[config.mk]
export PLATFORM = sky130hd
export DESIGN_NAME = jk_bank_sequencer
export DESIGN_NICKNAME = d
export VERILOG_FILES = /design/src/rtl/jk_bank_sequencer.sv
export SDC_FILE = /design/constraint.sdc
export NUM_CORES = 1
export LEC_CHECK = 0
export CAP_MARGIN = 10
export CELL_PAD_IN_SITES_DETAIL_PLACEMENT = 0
export CELL_PAD_IN_SITES_GLOBAL_PLACEMENT = 1
export CORE_ASPECT_RATIO = 2
export CORE_UTILIZATION = 47
export DETAILED_ROUTE_END_ITERATION = 12
export PLACE_DENSITY = 0.91
export SYNTH_ARGS = -nofsm -noshare
export SYNTH_HDL_FRONTEND = slang
export SYNTH_SLANG_ARGS = --single-unit
[constraint.sdc]
create_clock -name clk -period 2.9 [get_ports clk]
set_clock_uncertainty 0.15 [all_clocks]
set_input_delay 0.435 -clock clk [delete_from_list [all_inputs] [get_ports clk]]
set_output_delay 0.435 -clock clk [all_outputs]
set_load 0.1 [all_outputs]
[src/rtl/jk_bank_sequencer.sv]
// Bank of four J-K cells stepped from debounced buttons or an auto-run tick.
// Switch inputs select the J/K command and the target cell; LEDs show q, ~q and status.
`timescale 1ns/1ps

module jk_bank_sequencer #(
    parameter int unsigned DEBOUNCE_CYCLES = 1000000,
    parameter int unsigned AUTO_DIV        = 50000000,
    parameter int unsigned N_CELLS         = 4
) (
    input  logic        clk,
    input  logic        rst,
    input  logic [7:0]  sw_pin,
    input  logic        btn_1,
    input  logic        btn_2,
    output logic [15:0] led_pin
);

    localparam int unsigned DB_W   = (DEBOUNCE_CYCLES > 1) ? $clog2(DEBOUNCE_CYCLES) : 1;
    localparam int unsigned TICK_W = (AUTO_DIV > 1) ? $clog2(AUTO_DIV) : 1;
    localparam logic [DB_W-1:0]   DB_LAST   = DB_W'(DEBOUNCE_CYCLES - 1);
    localparam logic [TICK_W-1:0] TICK_LAST = TICK_W'(AUTO_DIV - 1);

    typedef enum logic [0:0] {
        ST_MANUAL = 1'b0,
        ST_AUTO   = 1'b1
    } state_t;

    logic [1:0]         btn_meta_r;
    logic [1:0]         btn_sync_r;
    logic [4:0]         sw_meta_r;
    logic [4:0]         sw_sync_r;
    logic [DB_W-1:0]    db_cnt_r [2];
    logic [1:0]         btn_acc_r;
    logic [1:0]         btn_acc_d_r;
    logic [1:0]         btn_pulse_r;
    state_t             state_r;
    state_t             state_next_s;
    logic [TICK_W-1:0]  tick_r;
    logic [TICK_W-1:0]  tick_next_s;
    logic [1:0]         ptr_r;
    logic [1:0]         ptr_next_s;
    logic [N_CELLS-1:0] q_r;
    logic [N_CELLS-1:0] q_next_s;
    logic [N_CELLS-1:0] mask_s;
    logic [4:0]         cnt_r;
    logic [4:0]         cnt_next_s;
    logic               step_s;
    logic               step_p_s;
    logic               mode_p_s;
    logic [15:0]        led_r;
    logic               unused_s;

    // One-hot target mask, or every cell when broadcasting.
    function automatic logic [N_CELLS-1:0] cell_mask(input logic all_cells, input logic [1:0] sel);
        logic [N_CELLS-1:0] m;
        if (all_cells) begin
            m = '1;
        end else begin
            m = '0;
            m[sel] = 1'b1;
        end
        return m;
    endfunction

    function automatic logic jk_next(input logic q, input logic [1:0] jk);
        case (jk)
            2'b00:   return q;
            2'b01:   return 1'b0;
            2'b10:   return 1'b1;
            2'b11:   return ~q;
            default: return q;
        endcase
    endfunction

    assign unused_s = ^sw_pin[7:5];
    assign step_p_s = btn_pulse_r[0];
    assign mode_p_s = btn_pulse_r[1];
    assign led_pin  = led_r;

    // Two-flop synchronisers for the buttons and the used switch bits.
    always_ff @(posedge clk) begin
        if (rst) begin
            btn_meta_r <= 2'b00;
            btn_sync_r <= 2'b00;
            sw_meta_r  <= 5'b00000;
            sw_sync_r  <= 5'b00000;
        end else begin
            btn_meta_r <= {btn_2, btn_1};
            btn_sync_r <= btn_meta_r;
            sw_meta_r  <= sw_pin[4:0];
            sw_sync_r  <= sw_meta_r;
        end
    end

    // Debounce: a level is accepted only after it differs from the accepted one for DEBOUNCE_CYCLES cycles.
    always_ff @(posedge clk) begin
        if (rst) begin
            for (int i = 0; i < 2; i++) begin
                db_cnt_r[i] <= '0;
            end
            btn_acc_r   <= 2'b00;
            btn_acc_d_r <= 2'b00;
            btn_pulse_r <= 2'b00;
        end else begin
            for (int i = 0; i < 2; i++) begin
                if (btn_sync_r[i] == btn_acc_r[i]) begin
                    db_cnt_r[i] <= '0;
                end else if (db_cnt_r[i] == DB_LAST) begin
                    db_cnt_r[i]  <= '0;
                    btn_acc_r[i] <= btn_sync_r[i];
                end else begin
                    db_cnt_r[i] <= db_cnt_r[i] + DB_W'(1);
                end
            end
            btn_acc_d_r <= btn_acc_r;
            btn_pulse_r <= btn_acc_r & ~btn_acc_d_r;
        end
    end

    // Mode FSM, auto tick and step decision; a step always uses the mode held before a toggle.
    always_comb begin
        state_next_s = state_r;
        tick_next_s  = tick_r;
        ptr_next_s   = ptr_r;
        step_s       = 1'b0;
        mask_s       = '0;
        case (state_r)
            ST_MANUAL: begin
                tick_next_s = '0;
                if (step_p_s) begin
                    step_s = 1'b1;
                    mask_s = cell_mask(sw_sync_r[4], sw_sync_r[3:2]);
                end else begin
                    step_s = 1'b0;
                end
                if (mode_p_s) begin
                    state_next_s = ST_AUTO;
                end else begin
                    state_next_s = ST_MANUAL;
                end
            end
            ST_AUTO: begin
                if (tick_r == TICK_LAST) begin
                    step_s      = 1'b1;
                    tick_next_s = '0;
                    mask_s      = cell_mask(sw_sync_r[4], ptr_r);
                    ptr_next_s  = ptr_r + 2'd1;
                end else begin
                    tick_next_s = tick_r + TICK_W'(1);
                end
                if (mode_p_s) begin
                    state_next_s = ST_MANUAL;
                    tick_next_s  = '0;
                end else begin
                    state_next_s = ST_AUTO;
                end
            end
            default: begin
                state_next_s = ST_MANUAL;
                tick_next_s  = '0;
            end
        endcase
    end

    // Per-cell J-K update and step counter.
    always_comb begin
        q_next_s = q_r;
        for (int i = 0; i < N_CELLS; i++) begin
            if (step_s && mask_s[i]) begin
                q_next_s[i] = jk_next(q_r[i], sw_sync_r[1:0]);
            end else begin
                q_next_s[i] = q_r[i];
            end
        end
        if (step_s) begin
            cnt_next_s = cnt_r + 5'd1;
        end else begin
            cnt_next_s = cnt_r;
        end
    end

    // State registers; LEDs are loaded from next-state values so they track the bank without lag.
    always_ff @(posedge clk) begin
        if (rst) begin
            state_r <= ST_MANUAL;
            tick_r  <= '0;
            ptr_r   <= 2'd0;
            q_r     <= '0;
            cnt_r   <= 5'd0;
            led_r   <= 16'h00F0;
        end else begin
            state_r <= state_next_s;
            tick_r  <= tick_next_s;
            ptr_r   <= ptr_next_s;
            q_r     <= q_next_s;
            cnt_r   <= cnt_next_s;
            led_r   <= {cnt_next_s, ptr_next_s, (state_next_s == ST_AUTO), ~q_next_s, q_next_s};
        end
    end

endmodule
==> impl_results.md <==
- Critical Path End: led_pin[3]$_SDFF_PP0_
- Standard cell with the maximum stage delay on the critical path: sky130_fd_sc_hd__or4b_1
- Kind of end point of the critical path: flop
- Reported leakage power: 1.96 nW
- Skew-Pair Late Insertion Delay: 0.34 ns
- Most Crowded Layer GR: met2
- Post-synthesis cell area: 0.00473 sq mm
- DP HPWL: 6340 um
- Post-route DRC violation count: 0
- Relative slew slack: 54.6%
- Peak supply drop: 299 uV
- Startpoint of the worst-slack reg-to-reg timing path: tick_r[17]$_SDFF_PP0_
- Post-DRT Antenna Nets: 0
- Chip height: 144 um
- RePlAce Congestion: 0.781
- Count of flip-flops with a built-in enable after synthesis: 40
- Sequential fraction of the synthesis area: 51.7%
- Antenna diode count: 0
- WL per Instance: 12.7 um
- Met1 Track Usage GR: 18.0%
- Post-CTS Repair Setup Buffers: 0
- Count of distinct cell types in the synthesized netlist: 45
- Via count: 3472
- Post-Synth Adder-Cell Area: 2.12%
- Fillers: 855
- Worst hold path class: reg -> reg
- Startpoint of the worst setup timing path: tick_r[17]$_SDFF_PP0_
- Number of pins exceeding their max-slew limit in the final report: 0
- Critical path launch point type: flop
- Ordered cell list for the critical path: or4b_1, nor4_4, nand3_1, a21bo_2, a32o_1
- Commonest non-fill, non-tap cells in the layout: 81 x sky130_fd_sc_hd__nor2_1, 62 x sky130_fd_sc_hd__dfxtp_1, 40 x sky130_fd_sc_hd__edfxtp_1, 40 x sky130_fd_sc_hd__conb_1, 33 x sky130_fd_sc_hd__nand3_1
- Worst hold-check slack: 0.231 ns
- Largest buffer count on any clock path: 2
- Number of gates given a new drive strength after cts: 0
- Sum of buffers and inverters on the critical path: 0
- Flop and latch count out of synthesis: 102
- Wire length of the first global-routing pass: 14600 um
- TritonCTS Buffers: 9
- Worst-path clk slew: 0.08 ns
- Share of async-settable or async-resettable flops after synthesis: 0%
- H-Tree Level Count: 3
- Post-synthesis to final-layout area growth: 17.9%
- Required time of the critical path: 2.99 ns
- Synth Warn #: 0
- Met2 usage: 33.8%
- Detailed Routing Iterations Pass 1: 4
- Grt ovf: 0
- Outcome: finished, final reports clean
- Measured slew at the worst slew-check pin: 0.675 ns
- Post-layout nets: 566
- Clock root buffer master: sky130_fd_sc_hd__clkbuf_16
- Boundary pin count: 28
- # placed instances: 667
- First DRT Iteration DRCs: 188
- Number of rows in the core area: 51
- Unrepaired setup endpoints after global routing: false
- Maximum number of pins on one net before global-route repair: 26
- Path depth of the worst reg2reg path: 5
- Mean post-synth cell area: 9.85 sq um
- Overall die width: 72.9 um
- Combinational family with the most area after synthesis: simple AND/OR/NAND/NOR gates
- Synth Flop Type: sky130_fd_sc_hd__dfxtp_1
- Clock tree from TritonCTS: done
- Simple-Gate Fraction of Synth Area: 26.5%
- Number of port buffers: 24
- Synth Area in Compound Gates: 5.19%
- Power per Cell Area: 532 mW/mm^2
- Utilization of the core after routing: 57.1%
- Largest driver fanout on the critical path: 7
- Post-route fraction of the period consumed by the critical path: 86.7%
- Sink count of the clock tree: 102
- Maximum capacitance violations: 0
- Final cell count without fillers: 683
- Total count of hold-check failures in the final report: 0
- Die Outline Area: 0.0105 sq mm
- Antenna violations before repair: 0
- Leading cell type in the layout, fill and taps excluded: sky130_fd_sc_hd__nor2_1
- Starting utilization of the core area: 48.4%
- Number of logic stages on the critical path including buffering: 5
- Instance count of the mapped netlist: 480
- Crit path max-delay family: simple AND/OR/NAND/NOR gates
- Tot GR Track Use: 17.9%
- Fraction of layout cells with a size suffix above 1: 8.53%
- Portion of netlist area occupied by mux cells: 0.635%
- R2r endpoint: led_pin[3]$_SDFF_PP0_
- Final Critical Period: 2.51 ns
- Final WL: 8640 um
- F_max: 398 MHz
- XOR/XNOR Fraction of Synth Area: 11.3%
- Hold_buf cts: 0
- Via density per instance: 5.08
- Type of the setup path with the least slack: reg -> reg
- TNS Setup: 0 ns
- Floorplan Core Area: 0.00976 sq mm
- Internal reg-to-reg setup slack: 0.39 ns
- Vias in the first global route: 3441
- Total setup violations reported at the end of the flow: 0
- Total Power: 0.00297 W
- Met3 usage in global routing: 3.23%
- Data arrival at the endpoint of the critical path: 2.60 ns
- Largest stage delay, worst path: 0.63 ns
[flip-flops by register name, summed over array words and instances (netlist names)]
name	count
btn_sync_r	2
btn_acc_r	2
db_cnt_r	40
led_pin	7
tick_r	26
sw_sync_r	5
q_r	3
ptr_r	1
sw_meta_r	5
btn_meta_r	2
btn_acc_d_r	2
cnt_r	5
btn_pulse_r	2
[kinds of logic (layout without fill, tap and decap cells)]
kind of cell / Yosys count / in the layout
AOI/OAI and AO/OA: 35 / 35
adders and majority gates: 8 / 8
and+or+nand+nor: 240 / 240
xor gates and xnor gates: 61 / 61
muxes: 3 / 3
buffers and inverters: 30 / 62
DFF: 102 / 102
other: 1 / 40
[metrics by stage]
stage	setup slack, ns	area, sq um
global route	0.249	5570
floorplan	0.391	4870
detailed placement	0.401	5230
finish	0.386	5570
CTS	0.391	5570
global placement	0.438	5230
[cell usage after synthesis, drive strengths merged, types with 2 or more instances]
| cell type | count | area [sq um] |
|---|---|---|
| inv | 15 | 56.3 |
| nor2 | 81 | 304 |
| nand4 | 14 | 87.6 |
| ha | 8 | 100 |
| nand2 | 24 | 90.1 |
| o21ai | 9 | 45.0 |
| nor4 | 12 | 105 |
| a311o | 2 | 20.0 |
| and3 | 10 | 62.6 |
| xor2 | 29 | 254 |
| a32oi | 3 | 26.3 |
| a31o | 2 | 17.5 |
| nor3 | 15 | 75.1 |
| or3 | 10 | 62.6 |
| nor3b | 5 | 37.5 |
| buf | 3 | 16.3 |
| a21oi | 10 | 53.8 |
| clkbuf | 12 | 45.0 |
| xnor2 | 32 | 280 |
| dfxtp | 62 | 1240 |
| nand3 | 33 | 165 |
| and3b | 3 | 26.3 |
| nor2b | 19 | 119 |
| mux2i | 3 | 30.0 |
| edfxtp | 40 | 1200 |
| a32o | 3 | 30.0 |
| and4 | 7 | 61.3 |
[worst min path at each step]
stage                     cells after the start                       from                   endpoint
after floorplan                               1  btn_acc_d_r[0]$_SDFF_PP0_  btn_pulse_r[0]$_SDFF_PP0_
after global placement                        1  btn_acc_d_r[1]$_SDFF_PP0_  btn_pulse_r[1]$_SDFF_PP0_
after detailed placement                      1  btn_acc_d_r[0]$_SDFF_PP0_  btn_pulse_r[0]$_SDFF_PP0_
after CTS                                     1  btn_acc_d_r[0]$_SDFF_PP0_  btn_pulse_r[0]$_SDFF_PP0_
after global routing                          1  btn_acc_d_r[0]$_SDFF_PP0_  btn_pulse_r[0]$_SDFF_PP0_
final                                         1  btn_acc_d_r[1]$_SDFF_PP0_  btn_pulse_r[1]$_SDFF_PP0_
[area by class of cell]
class / count / area (sq um) / area share [%]
flip-flops and latches: 102 / 2440 / 43.8
multi-input cells: 387 / 2310 / 41.5
clock buffers: 11 / 275 / 4.94
repair buffers: 31 / 253 / 4.54
well taps: 132 / 165 / 2.96
clock inverters: 5 / 67.6 / 1.21
inverters: 15 / 56.3 / 1.01
[layer usage]
layer  wire length [um]  up-vias
met5                  0        -
met4                204        0
met3                163       15
met2               4890       37
met1               3380     1644
li1                   -     1776
[report_power, final]
part / switching (W) / leakage [nW] / internal [W]
combinational: 0.0000406 / 0.875 / 0.0000367
sequential: 0.0000305 / 0.915 / 0.00152
clock: 0.000550 / 0.169 / 0.000788
total: 0.000621 / 1.96 / 0.00234
[worst register-to-register path: stages (launching register included)]
cell and delay, ns:
sky130_fd_sc_hd__dfxtp_1 0.42, sky130_fd_sc_hd__or4b_1 0.63, sky130_fd_sc_hd__nor4_4 0.47, sky130_fd_sc_hd__nand3_1 0.24, sky130_fd_sc_hd__a21bo_2 0.26, sky130_fd_sc_hd__a32o_1 0.25
(Power assumes the default switching activity.)
